<file path="src/rtl/cpu_nic_pkg.sv">
// Shared constants for the CPU network interface controller.
package cpu_nic_pkg;

   // Default packet / CPU data width.
   localparam int NIC_DATA_WIDTH = 64;

   // Position of the virtual-channel bit in a packet (big-endian numbering).
   localparam int NIC_VC_BIT = 0;

   // CPU-visible register map.
   localparam logic [0:1] NIC_ADDR_OUT_BUF  = 2'b00;
   localparam logic [0:1] NIC_ADDR_OUT_STAT = 2'b01;
   localparam logic [0:1] NIC_ADDR_IN_BUF   = 2'b10;
   localparam logic [0:1] NIC_ADDR_IN_STAT  = 2'b11;

endpackage

</file>
<file path="src/rtl/nic_channel_buffer.sv">
// One-entry packet buffer with a full flag. Load wins over clear so a
// packet arriving in the same cycle as a clear is never lost.
module nic_channel_buffer
   import cpu_nic_pkg::*;
#(
   parameter int DATA_WIDTH = NIC_DATA_WIDTH
) (
   input  logic                  clk,
   input  logic                  reset,
   input  logic                  load,
   input  logic [0:DATA_WIDTH-1] load_data,
   input  logic                  clear,
   output logic                  full,
   output logic [0:DATA_WIDTH-1] data
);

   logic                  full_q, full_d;
   logic [0:DATA_WIDTH-1] data_q, data_d;

   // Next-state: capture on load, drop the full flag on clear.
   always_comb begin
      full_d = full_q;
      data_d = data_q;
      if (load) begin
         full_d = 1'b1;
         data_d = load_data;
      end else if (clear) begin
         full_d = 1'b0;
      end
   end

   // State register with synchronous active-low reset.
   always_ff @(posedge clk) begin
      if (!reset) begin
         full_q <= 1'b0;
         data_q <= '0;
      end else begin
         full_q <= full_d;
         data_q <= data_d;
      end
   end

   assign full = full_q;
   assign data = data_q;

endmodule

</file>
<file path="src/rtl/cpu_nic.sv">
// CPU <-> mesh router NIC: register-mapped output/input channel buffers,
// valid/ready router handshake gated by virtual-channel polarity.
module cpu_nic
   import cpu_nic_pkg::*;
#(
   parameter int DATA_WIDTH = NIC_DATA_WIDTH
) (
   input  logic                  clk,
   input  logic                  reset,
   input  logic                  nicEn,
   input  logic                  nicWrEn,
   input  logic [0:1]            addr,
   input  logic [0:DATA_WIDTH-1] d_in,
   output logic [0:DATA_WIDTH-1] d_out,
   output logic                  net_so,
   input  logic                  net_ro,
   output logic [0:DATA_WIDTH-1] net_do,
   input  logic                  net_polarity,
   input  logic                  net_si,
   output logic                  net_ri,
   input  logic [0:DATA_WIDTH-1] net_di
);

   logic                  out_full, in_full;
   logic [0:DATA_WIDTH-1] out_buf, in_buf;
   logic                  cpu_wr, cpu_rd;
   logic                  out_load, in_load, in_clear;
   logic [0:DATA_WIDTH-1] d_out_q, d_out_d;

   assign cpu_wr = nicEn & nicWrEn;
   assign cpu_rd = nicEn & ~nicWrEn;

   // A write to a full out buffer is dropped even if it drains this cycle.
   assign out_load = cpu_wr & (addr == NIC_ADDR_OUT_BUF) & ~out_full;

   // Send only when the packet's VC bit matches the router's current phase.
   assign net_so = out_full & net_ro & (out_buf[NIC_VC_BIT] == net_polarity);
   assign net_do = out_buf;

   // Ready depends only on buffer state, never on this cycle's CPU access.
   assign net_ri   = ~in_full;
   assign in_load  = net_si & net_ri;
   assign in_clear = cpu_rd & (addr == NIC_ADDR_IN_BUF);

   nic_channel_buffer #(.DATA_WIDTH(DATA_WIDTH)) u_out_chan (
      .clk       (clk),
      .reset     (reset),
      .load      (out_load),
      .load_data (d_in),
      .clear     (net_so),
      .full      (out_full),
      .data      (out_buf)
   );

   nic_channel_buffer #(.DATA_WIDTH(DATA_WIDTH)) u_in_chan (
      .clk       (clk),
      .reset     (reset),
      .load      (in_load),
      .load_data (net_di),
      .clear     (in_clear),
      .full      (in_full),
      .data      (in_buf)
   );

   // CPU read mux; d_out holds its value when there is no read.
   always_comb begin
      d_out_d = d_out_q;
      if (cpu_rd) begin
         unique case (addr)
            NIC_ADDR_OUT_BUF:  d_out_d = '0;
            NIC_ADDR_OUT_STAT: d_out_d = {{(DATA_WIDTH-1){1'b0}}, out_full};
            NIC_ADDR_IN_BUF:   d_out_d = in_buf;
            NIC_ADDR_IN_STAT:  d_out_d = {{(DATA_WIDTH-1){1'b0}}, in_full};
            default:           d_out_d = d_out_q;
         endcase
      end
   end

   // Registered read data.
   always_ff @(posedge clk) begin
      if (!reset) d_out_q <= '0;
      else        d_out_q <= d_out_d;
   end

   assign d_out = d_out_q;

endmodule

</file>
<file path="config.mk">
export PLATFORM = sky130hd
export DESIGN_NAME = cpu_nic
export DESIGN_NICKNAME = d
export VERILOG_FILES = /design/src/rtl/cpu_nic_pkg.sv /design/src/rtl/nic_channel_buffer.sv /design/src/rtl/cpu_nic.sv
export SDC_FILE = /design/constraint.sdc
export NUM_CORES = 1
export LEC_CHECK = 0
export CAP_MARGIN = 20
export CORE_AREA = 2 2 114 172
export CTS_CLUSTER_DIAMETER = 150
export CTS_CLUSTER_SIZE = 25
export DETAILED_ROUTE_END_ITERATION = 8
export DIE_AREA = 0 0 116 174
export GPL_TIMING_DRIVEN = 0
export PLACE_DENSITY = 0.72
export REMOVE_ABC_BUFFERS = 1
export SLEW_MARGIN = 20
export SYNTH_ARGS = -nofsm -noshare
export SYNTH_HDL_FRONTEND = slang
export SYNTH_SLANG_ARGS = --single-unit
</file>
<file path="constraint.sdc">
create_clock -name clk -period 2.08 [get_ports clk]
set_input_delay 0.416 -clock clk [delete_from_list [all_inputs] [get_ports clk]]
set_output_delay 0.416 -clock clk [all_outputs]
set_load 0.05 [all_outputs]
</file>
Word-level counts from Yosys, hierarchy flattened
Index checks and enable logic that the tools add are counted.

cells by class
  $add $sub $neg = 0
  $mul = 0
  divide/modulo/power cells = 0
  order comparisons = 0
  equality and inequality tests = 4
  shifts and indexed selects = 0
  mux-type cells = 5
  bitwise logic cells = 11
  reduce and logical (&&, ||, !) cells = 3

operators by type and width
  cell                number
  $pmux 64 s4         1
  $and 1x1->1         8
  $eq 2x2->1 const B  2
  $mux 1              4
  $reduce_bool 2->1   2
  $not 1->1           3
  $eq 2x1->1 const B  1
  $logic_not 2->1     1
  $eq 1x1->1          1

word-level totals
  flip-flop bits (word level) = 194
  latch bits = 0
  memory bits (writable) = 0
  ROM bits = 0
  input bits = 137
  output and inout bits = 130
  word-level logic and storage cells = 28
  memories kept = 0

Depth between registers and ports, before layout
Gate-level depths: netlist of run 1.

  depth in word-level cells = 5
  depth in mapped cells = 5
  depth with buffers taken out = 3

Modules after synthesis
From an unflattened synthesis of run 1, not the netlist that was laid out.

second synthesis, totals
  cells, all modules = 643
  area total of the unflattened synthesis = 7,888.8 µm²

by module, submodules not included
  module              times used  cells each  area an instance (µm²)  sequential area each (µm²)
  nic_channel_buffer  2           209         2,497.4                 1,301.2
  cpu_nic             1           225         2,894.0                 1,281.2

Worst setup path before layout of run 1
OpenSTA, ideal clock, no wires.

  path kind = reg2out
  from = register u_out_chan.data_q (netlist bit u_out_chan.data[0])
  to = output net_so
  arrival time = 1.292 ns
  required time = 1.664 ns
  setup slack = 0.372 ns
  stages on the path, launching flop included = 3
  buffers on the path = 0
  cells stage by stage = dfxtp_1 xnor2_1 and3_1

on the way
  cells in the longest elaborated chain, start to end = 2

RTL lines
  element                   line                      text
  start: declaration        nic_channel_buffer.sv:18  logic [0:DATA_WIDTH-1] data_q, data_d;
  start signal: assignment  nic_channel_buffer.sv:39  data_q <= data_d;
  $eq 1x1->1                cpu_nic.sv:37             assign net_so = out_full & net_ro & (out_buf[NIC_VC_BIT] == net_polarity);
  $and 1x1->1               cpu_nic.sv:37
  end: declaration          cpu_nic.sv:15             output logic net_so,

No other way between the ends.

Worst setup path in the final report of run 1
  from = register d_out_q (netlist bit d_out[28])
  to = output d_out[28] in the netlist's numbering

RTL lines
  element                   line           text
  start: declaration        cpu_nic.sv:28  logic [0:DATA_WIDTH-1] d_out_q, d_out_d;
  start signal: assignment  cpu_nic.sv:82  else d_out_q <= d_out_d;
  end: declaration          cpu_nic.sv:14  output logic [0:DATA_WIDTH-1] d_out,

No word-level cell between the ends.

==> results of run 1 <==
==> sequential cells by signal, indices dropped and copies added, names as in the netlist <==
name and cells:
u_out_chan.full 1, u_in_chan.full 1, u_out_chan.data 64, d_out 64
u_in_chan.data 64
==> power groups by stage <==
stage               registers [uW]  logic [uW]  clock network, uW
CTS                           3890         935               3330
detailed placement            3970         933                  0
floorplan                     4090         287                  0
finish                        3890         922               3220
global route                  3900        1000               3470
global placement              3960         954                  0
==> repair_timing <==
action / 4_1_cts / 5_1_grt
pin swaps: 1 / 0
hold buffers: 0 / 0
endpoints found under the hold margin: 0 / 0
resized for setup: 9 / 12
buffers inserted: 2 / 0
endpoints found under the setup margin: 36 / 19
==> logic make-up (layout without fill, tap and decap cells) <==
group,Yosys count,after routing,share of synthesized area
simple gates,329,329,0.194
flops,194,194,0.526
compound gates,132,132,0.134
mux,65,65,0.0881
buf+inv,65,313,0.0566
xor+xnor,1,1,0.00119
other cells,0,1,0
==> through the flow <==
stage | setup slack (ns) | cell area, um2
2_1_floorplan | -1.74 | 6970
3_3_place_gp | -5.12 | 9950
3_5_place_dp | -0.918 | 10200
4_1_cts | 0.00513 | 10800
5_1_grt | 0.00311 | 10800
6_report | 0.0482 | 10800
==> layout make-up <==
class / count / share of cell area
Multi-Input combinational cell: 527 / 0.287
Sequential cell: 194 / 0.359
Clock buffer: 20 / 0.0431
Antenna cell: 1 / 0.000231
Clock inverter: 12 / 0.0113
Inverter: 1 / 0.000347
Tap cell: 256 / 0.0296
Timing Repair Buffer: 280 / 0.270
==> tightest hold or removal path, stage by stage, from the launching register on <==
cell	delay (ns)
dfxtp_1	0.31
nand2_1	0.05
a21boi_1	0.05
==> path summary, 6_finish.rpt <==
kind | start | endpoint | slack (ns) | depth (start not counted)
max | d_out[28] | d_out[28] | 0.05 | 1
min | u_in_chan.data[21] | u_in_chan.data[21] | 0.45 | 2
max reg2reg | u_out_chan.full | u_out_chan.data[3] | 0.55 | 6
min reg2reg | u_in_chan.data[21] | u_in_chan.data[21] | 0.45 | 2
==> layout by cell type, fill, tap and decap left out <==
cell type	Yosys	final
nand2b_4	0	2
buf_16	0	2
clkbuf_16	0	17
dfxtp_1	194	194
nor2b_4	0	1
mux2i_1	65	65
o21a_1	1	1
clkinv_4	0	4
dlygate4sd2_1	0	3
clkbuf_8	0	3
a21boi_1	64	64
a21oi_1	2	2
nand2b_1	3	1
o2bb2ai_1	1	1
a22oi_1	63	63
inv_1	1	1
diode_2	0	1
bufinv_16	0	1
and4bb_4	0	1
buf_6	7	3
buf_12	5	5
dlymetal6s2s_1	0	10
xnor2_1	1	1
clkdlybuf4s15_2	0	1
nor2_1	1	1
clkinvlp_4	0	3
buf_8	0	3
and3_1	1	1
clkdlybuf4s50_1	0	251
inv_6	0	4
buf_4	2	2
o211a_1	1	1
nor4_4	1	1
nand2_1	258	258
nor2b_1	64	63
==> routing by layer <==
metal / vias up / global-route usage / part of all wire
met3: 24 / 0.0715 / 0.071
li1: 3066 / - / -
met5: - / 0 / 0
met2: 181 / 0.328 / 0.52
met4: 0 / 0.0769 / 0.027
met1: 2812 / 0.196 / 0.39
==> impl_metrics.toml, run 1 <==
[placed_design]
dp.cells = 1258
place_congestion = 0.733
hpwlAfterDp_mm = 13.1
numPortBuffers = 266

[outcome]
status = "finished, final reports clean"

[layout]
nFillCells = 1720
stdcell_count = 1291
layout.area.seq_mm2 = 0.00388
area_growth_pct = 46.7
nNetsFinal = 1158
multi_input_area_mm2 = 0.00311
final_util = 0.577
drive_above_1_share = 0.0513

[cts]
root_buffer = "clkbuf_16"
htreeDepth = 4
cts.sinks = 194
cts_tree = "built"
cts.path.max_buffers = 2
insertion_delay_ns = 0.43
cts_buffers = 17
clk_pin_slew_ns = 0.07

[timing]
finalClockSkew_ns = 0.00759
fin_crit_sh = 0.977
hold_viol_final = 0
setup_viol = 0
fin_hold_ws_ns = 0.452
rsz0062_at_grt = "no"
maxSlewViolCount = 0
tns_ns = 0
maxSlewHeadroom = 0.538
fin_crit_ns = 2.03
max_freq_ghz = 0.492
worst_slew_pin_slew_ns = 0.692

[power_and_ir_drop]
switching_share = 0.245
p_int_uw = 6060
ir_worst_vdd_v = 0.000454
p_total_uw = 8030
combPwrFrac = 0.115
p_clk_frac = 0.401
p_sw_uw = 1970
seq_power_share = 0.484
powerDensity_mw_per_mm2 = 741
leakage_uw = 0.00402

[setup_path]
cp_cell_sequence = "clkdlybuf4s50_1"
worst-path-buf-inv = 1
crit_slowest_cell = "clkdlybuf4s50_1"
start_kind = "flip-flop"
crit_family = "buffers and inverters"
critPathRequiredTime_ns = 1.66
critPathMaxStageDelay_ns = 0.86
cp.arrival_ns = 1.62
cp-end-kind = "output port"
cp_max_fo = 2
crit_type = "flip-flop to output port"

[global_route]
gr-total-overflow = 0
grt_usage = 0.187
grt_start_max_net_pins = 138
grt_pass1_wl_mm = 29.9
grt_pass1_vias = 6053
grt_antenna_before_repair = 1

[synthesis]
synthArstFlopShare = 0
synthTopCellsByArea = "dfxtp_1, nand2_1, mux2i_1, a21boi_1, a22oi_1"
yosys_most_used_dff = "dfxtp_1"
synth_cell_types = 22
yosysTopAreaCellShare = 0.526
synth_seq_area_share = 0.526
post-synth-top-count-cell = "nand2_1"
synth_edf_count = 0
syn_area_mm2 = 0.00738
syn_inst = 786
synthesis.yosys.warnings = 0
ys_ff_latch = 194
synth.largest_area_cell = "dfxtp_1"
synth_common_cells = "nand2_1, dfxtp_1, mux2i_1"
avgSynthCellArea_um2 = 9.39

[route]
post-route-drc-count = 0
drt_pass1_iterations = 4
vias_per_cell = 4.71
vias = 6083
totalWireLength_mm = 18.7
drtAntennaViolNets = 0
drt_iter0_markers = 318
wl_per_cell_um = 14.5

[die]
start_util = 0.393
core_mm2 = 0.0188
die_height_um = 174
fp.dieW_um = 116
io_pins = 267
dieArea_mm2 = 0.0202
rows = 62

[hold_path]
hold_class = "flip-flop to flip-flop"

[run]
drv_cap = 0
(Power assumes the default switching activity.)
==> inputs of run 2 (changes only) <==
- CORE_AREA: 2 2 114 172 -> 4 4 116 174
- DIE_AREA: 0 0 116 174 -> 0 0 120 178
==> run 2 against run 1 <==
Against the previous run:
- count of clock-buffer cells in the layout rose by 1
- register-to-register slack barely moved
- design area rose by 0.14%
- largest power group unchanged
- clock power rose by 8.7%
- highest routed layer is now met5
- final cell count fell by 0.46%
- routed wire length rose by 3.7%
- utilization rose by 0.79 points
==> impl_metrics.toml, run 2 (synthesis results as in run 1) <==
[outcome]
status = "finished, final reports clean"

[setup_path]
crit_slowest_cell = "clkdlybuf4s50_1"
worst-path-buf-inv = 1
cp-end-kind = "output port"
critPathMaxStageDelay_ns = 0.86
critPathRequiredTime_ns = 1.66
cp_max_fo = 2
crit_type = "flip-flop to output port"
crit_family = "buffers and inverters"
cp_cell_sequence = "clkdlybuf4s50_1"
start_kind = "flip-flop"
cp.arrival_ns = 1.62

[layout]
stdcell_count = 1285
final_common_cell = "clkdlybuf4s50_1"
final_cell_mix = "clkdlybuf4s50_1, nand2_1, dfxtp_1"
drive_above_1_share = 0.0475
nNetsFinal = 1157
fin_area_mm2 = 0.0108
area_growth_pct = 46.9

[power_and_ir_drop]
ir_worst_vdd_v = 0.000440
powerDensity_mw_per_mm2 = 767
leakage_uw = 0.00390

[die]
io_pins = 267
die_height_um = 178
start_util = 0.398
rows = 61
dieArea_mm2 = 0.0214
core_mm2 = 0.0185
fp.dieW_um = 120

[cts]
htreeDepth = 4
cts.sinks = 194
cts.path.max_buffers = 2
cts_tree = "built"
clk_pin_slew_ns = 0.07
cts_buffers = 17
root_buffer = "clkbuf_16"
insertion_delay_ns = 0.41

[timing]
rsz0062_at_grt = "no"
setup_viol = 0
fin_crit_ns = 2.03
worst_slew_pin_slew_ns = 0.711
maxSlewHeadroom = 0.525
max_freq_ghz = 0.492
maxSlewViolCount = 0
hold_viol_final = 0
finalClockSkew_ns = 0.00655
fin_crit_sh = 0.977

[placed_design]
placed_cell_area_mm2 = 0.0102
dp.cells = 1254
hpwlAfterDp_mm = 13.4
place_congestion = 0.735
numPortBuffers = 266

[route]
drt_iter0_markers = 330
vias = 6092
vias_per_cell = 4.74
totalWireLength_mm = 19.4
post-route-drc-count = 0
drt_pass1_iterations = 4
drtAntennaViolNets = 0
wl_per_cell_um = 15.1

[global_route]
met1_usage = 0.193
use_met3 = 0.0727
grt_pass1_vias = 6168
met2_usage = 0.323
busiest_layer = "met2"
gr-total-overflow = 0
grt_antenna_before_repair = 1
grt_usage = 0.182
grt_start_max_net_pins = 154
grt_pass1_wl_mm = 31.3

[hold_path]
hold_class = "flip-flop to flip-flop"

[run]
drv_cap = 0
## run 2: final cells by class
type,instances,area (um2)
Fill cell,1610,7700
Sequential cell,194,3880
Multi-Input combinational cell,527,3110
Timing Repair Buffer,279,2900
Clock buffer,21,460
Tap cell,252,315
Clock inverter,10,171
Inverter,1,3.75
Antenna cell,1,2.50
## run 2: repair_timing
action / CTS / global route
hold buffers: 0 / 0
endpoints found under the setup margin: 40 / 10
resized for setup: 5 / 5
cloned: 0 / 0
pin swaps: 1 / 0
buffers inserted: 1 / 0
## run 2: routing by layer
layer	vias up	part of all wire
li1	3062	-
met1	2802	0.39
met2	199	0.51
met3	27	0.082
met4	2	0.021
met5	-	0.00062
## run 2: power by group
part / internal [uW] / leakage (uW) / total (uW) / switching [uW]
Combinational: 462 / 0.00201 / 928 / 466
Clock: 2100 / 0.000310 / 3500 / 1410
Sequential: 3830 / 0.00158 / 3880 / 56.8
Total: 6390 / 0.00390 / 8320 / 1930
## run 2: stage by stage
stage          TNS [ns]  power [uW]   util  hold slack, ns  setup WS, ns
2_1_floorplan   -162.59        4370      -           0.434         -1.74
3_3_place_gp    -942.51        4920  0.536           0.440         -5.60
3_5_place_dp     -35.55        4910  0.550           0.445        -0.981
4_1_cts               0        8430  0.584           0.453        0.0240
5_1_grt               0        8650  0.585           0.467       0.00284
6_report              0        8320  0.585           0.452        0.0480
## run 2: final timing paths
| path | cells after the start | endpoint | from | slack [ns] |
|---|---|---|---|---|
| setup / recovery | 1 | net_do[40] | u_out_chan.data[40] | 0.05 |
| hold / removal | 2 | u_in_chan.data[13] | u_in_chan.data[13] | 0.45 |
| setup reg to reg | 5 | u_out_chan.data[5] | u_out_chan.full | 0.55 |
| hold reg to reg | 2 | u_in_chan.data[13] | u_in_chan.data[13] | 0.45 |
==> inputs of run 3 (changes only) <==
- CELL_PAD_IN_SITES_DETAIL_PLACEMENT: unset -> 1
- CELL_PAD_IN_SITES_GLOBAL_PLACEMENT: unset -> 1
- CORE_AREA: 4 4 116 174 -> 4 4 124 185
- DIE_AREA: 0 0 120 178 -> 0 0 128 189
- PLACE_DENSITY: 0.72 -> unset
- PLACE_DENSITY_LB_ADDON: unset -> 0.1
==> run 3 against run 2 <==
Against the previous run:
- die area rose by 13%
- register-to-register slack worse by 0.16 ns
- critical path depth unchanged
- final cell count increased by 1.7%
- first-iteration DRC count shrank 4.8%
- non-clock buffer count increased by 2
- worst hold slack improved by 0.0022 ns
- combinational power up 0.4%
- sequential cell count stayed put
==> impl_metrics.toml, run 3 (synthesis results as in run 1) <==
[power_and_ir_drop]
leakage_uw = 0.00412
p_clk_frac = 0.399
p_int_uw = 5970
switching_share = 0.255
seq_power_share = 0.485
p_sw_uw = 2050
combPwrFrac = 0.116
powerDensity_mw_per_mm2 = 738
ir_worst_vdd_v = 0.000547

[cts]
cts.path.max_buffers = 2
htreeDepth = 4
cts_buffers = 17
root_buffer = "clkbuf_16"
hold_buffers = 0
cts_tree = "built"
clk_pin_slew_ns = 0.07
cts.sinks = 194
insertion_delay_ns = 0.42

[timing]
setup_viol = 0
worst_slew_pin_slew_ns = 0.629
hold_viol_final = 0
max_freq_ghz = 0.495
maxSlewViolCount = 0
finalClockSkew_ns = 0.00840
fin_hold_ws_ns = 0.454
fin_crit_sh = 0.970
fin_crit_ns = 2.02
rsz0062_at_grt = "no"
maxSlewHeadroom = 0.579
tns_ns = 0

[global_route]
grt_usage = 0.173
gr-total-overflow = 0
grt_start_max_net_pins = 145
grt_pass1_vias = 6478
grt_pass1_wl_mm = 33.9
grt_antenna_before_repair = 0

[setup_path]
cp.depth = 1
cp-end-kind = "output port"
r2r.worst_path.cells = 6
crit_slowest_cell = "clkdlybuf4s50_1"
crit_family = "buffers and inverters"
crit_type = "flip-flop to output port"
crit_path_start = "u_out_chan.data[58]"
rrSetupSlack_ns = 0.39
start_kind = "flip-flop"
cp_cell_sequence = "clkdlybuf4s50_1"
cp.arrival_ns = 1.60
cp_max_fo = 2
critPathRequiredTime_ns = 1.66
critPathMaxStageDelay_ns = 0.85
regToRegEndpoint = "u_out_chan.data[33]"
crit_end = "net_do[58]"
worst-path-buf-inv = 1
timing.rr.start = "u_out_chan.full"

[route]
wl_per_cell_um = 15.9
vias = 6180
totalWireLength_mm = 20.8
drt_iter0_markers = 314
drt_pass1_iterations = 5
drtAntennaViolNets = 0
post-route-drc-count = 0
vias_per_cell = 4.73

[placed_design]
place_congestion = 0.710
hpwlAfterDp_mm = 14.6
numPortBuffers = 266

[die]
dieArea_mm2 = 0.0242
die_height_um = 189
core_mm2 = 0.0215
start_util = 0.344
io_pins = 267
rows = 66
fp.dieW_um = 128

[layout]
area_growth_pct = 47.1
drive_above_1_share = 0.0522
diodes = 0
nNetsFinal = 1159
final_cell_mix = "nand2_1, clkdlybuf4s50_1, dfxtp_1"
layout.area.seq_mm2 = 0.00388
final_common_cell = "nand2_1"
multi_input_area_mm2 = 0.00311
nFillCells = 2436

[hold_path]
hold_class = "flip-flop to flip-flop"

[outcome]
status = "finished, final reports clean"

[run]
drv_cap = 0
==> run 3: cell count changes in the layout (fill, tap and decap cells not counted) <==
cell,change
buf_6,+3
clkinv_8,+1
bufinv_16,-4
dlygate4sd2_1,+1
clkinvlp_4,+1
clkdlybuf4s50_1,-14
diode_2,-1
dlymetal6s2s_1,+13
clkbuf_1,-2
clkbuf_8,+1
buf_16,-1
clkinv_4,+4
clkinv_2,-1
inv_8,+1
==> run 3: worst min-delay path by stage <==
stage                                     to          startpoint  depth (start not counted)
after CTS                 u_in_chan.data[12]  u_in_chan.data[12]                          2
final                     u_in_chan.data[14]  u_in_chan.data[14]                          2
after detailed placement  u_in_chan.data[12]  u_in_chan.data[12]                          2
after global placement    u_in_chan.data[24]  u_in_chan.data[24]                          2
after floorplan           u_in_chan.data[63]  u_in_chan.data[63]                          2
after global routing      u_in_chan.data[42]  u_in_chan.data[42]                          2
==> run 3: area by class of cell <==
| cell class | instances | share of cell area |
|---|---|---|
| Sequential cell | 194 | 0.358 |
| Multi-Input combinational cell | 527 | 0.286 |
| Timing Repair Buffer | 281 | 0.271 |
| Clock buffer | 20 | 0.0430 |
| Tap cell | 272 | 0.0313 |
| Clock inverter | 12 | 0.0107 |
| Inverter | 1 | 0.000346 |
==> run 3: routing by layer <==
metal  wire (um)  vias to the layer above  GRT usage  share of wire
met2        9820                      187      0.281           0.47
met3        2090                       25     0.0830           0.10
met1        8370                     2906      0.200           0.40
li1            -                     3062          -              -
met4         519                        0     0.0580          0.025
met5           0                        -          0              0
==> run 3: what timing repair did <==
action | CTS | global route
buffers inserted | 1 | 0
resized for setup | 6 | 15
setup endpoints to repair | 22 | 33
pin swaps | 1 | 1
==> run 3: through the flow <==
stage	setup WS [ns]	util	std cells	power (uW)	instance area [um2]
after floorplan	-1.74	-	722	4370	6970
after global placement	-5.90	0.464	1260	4940	9970
after detailed placement	-0.647	0.477	1274	4920	10200
after CTS	0.00730	0.504	1307	8170	10800
after global routing	0.0000121	0.506	1307	8410	10900
final	0.0616	0.506	1307	8010	10900
==> run 3: power groups by stage <==
stage | Combinational, uW | Clock, uW | Sequential, uW
after floorplan | 287 | 0 | 4090
after global placement | 971 | 0 | 3970
after detailed placement | 949 | 0 | 3970
after CTS | 953 | 3330 | 3890
after global routing | 1020 | 3500 | 3900
final | 932 | 3200 | 3890
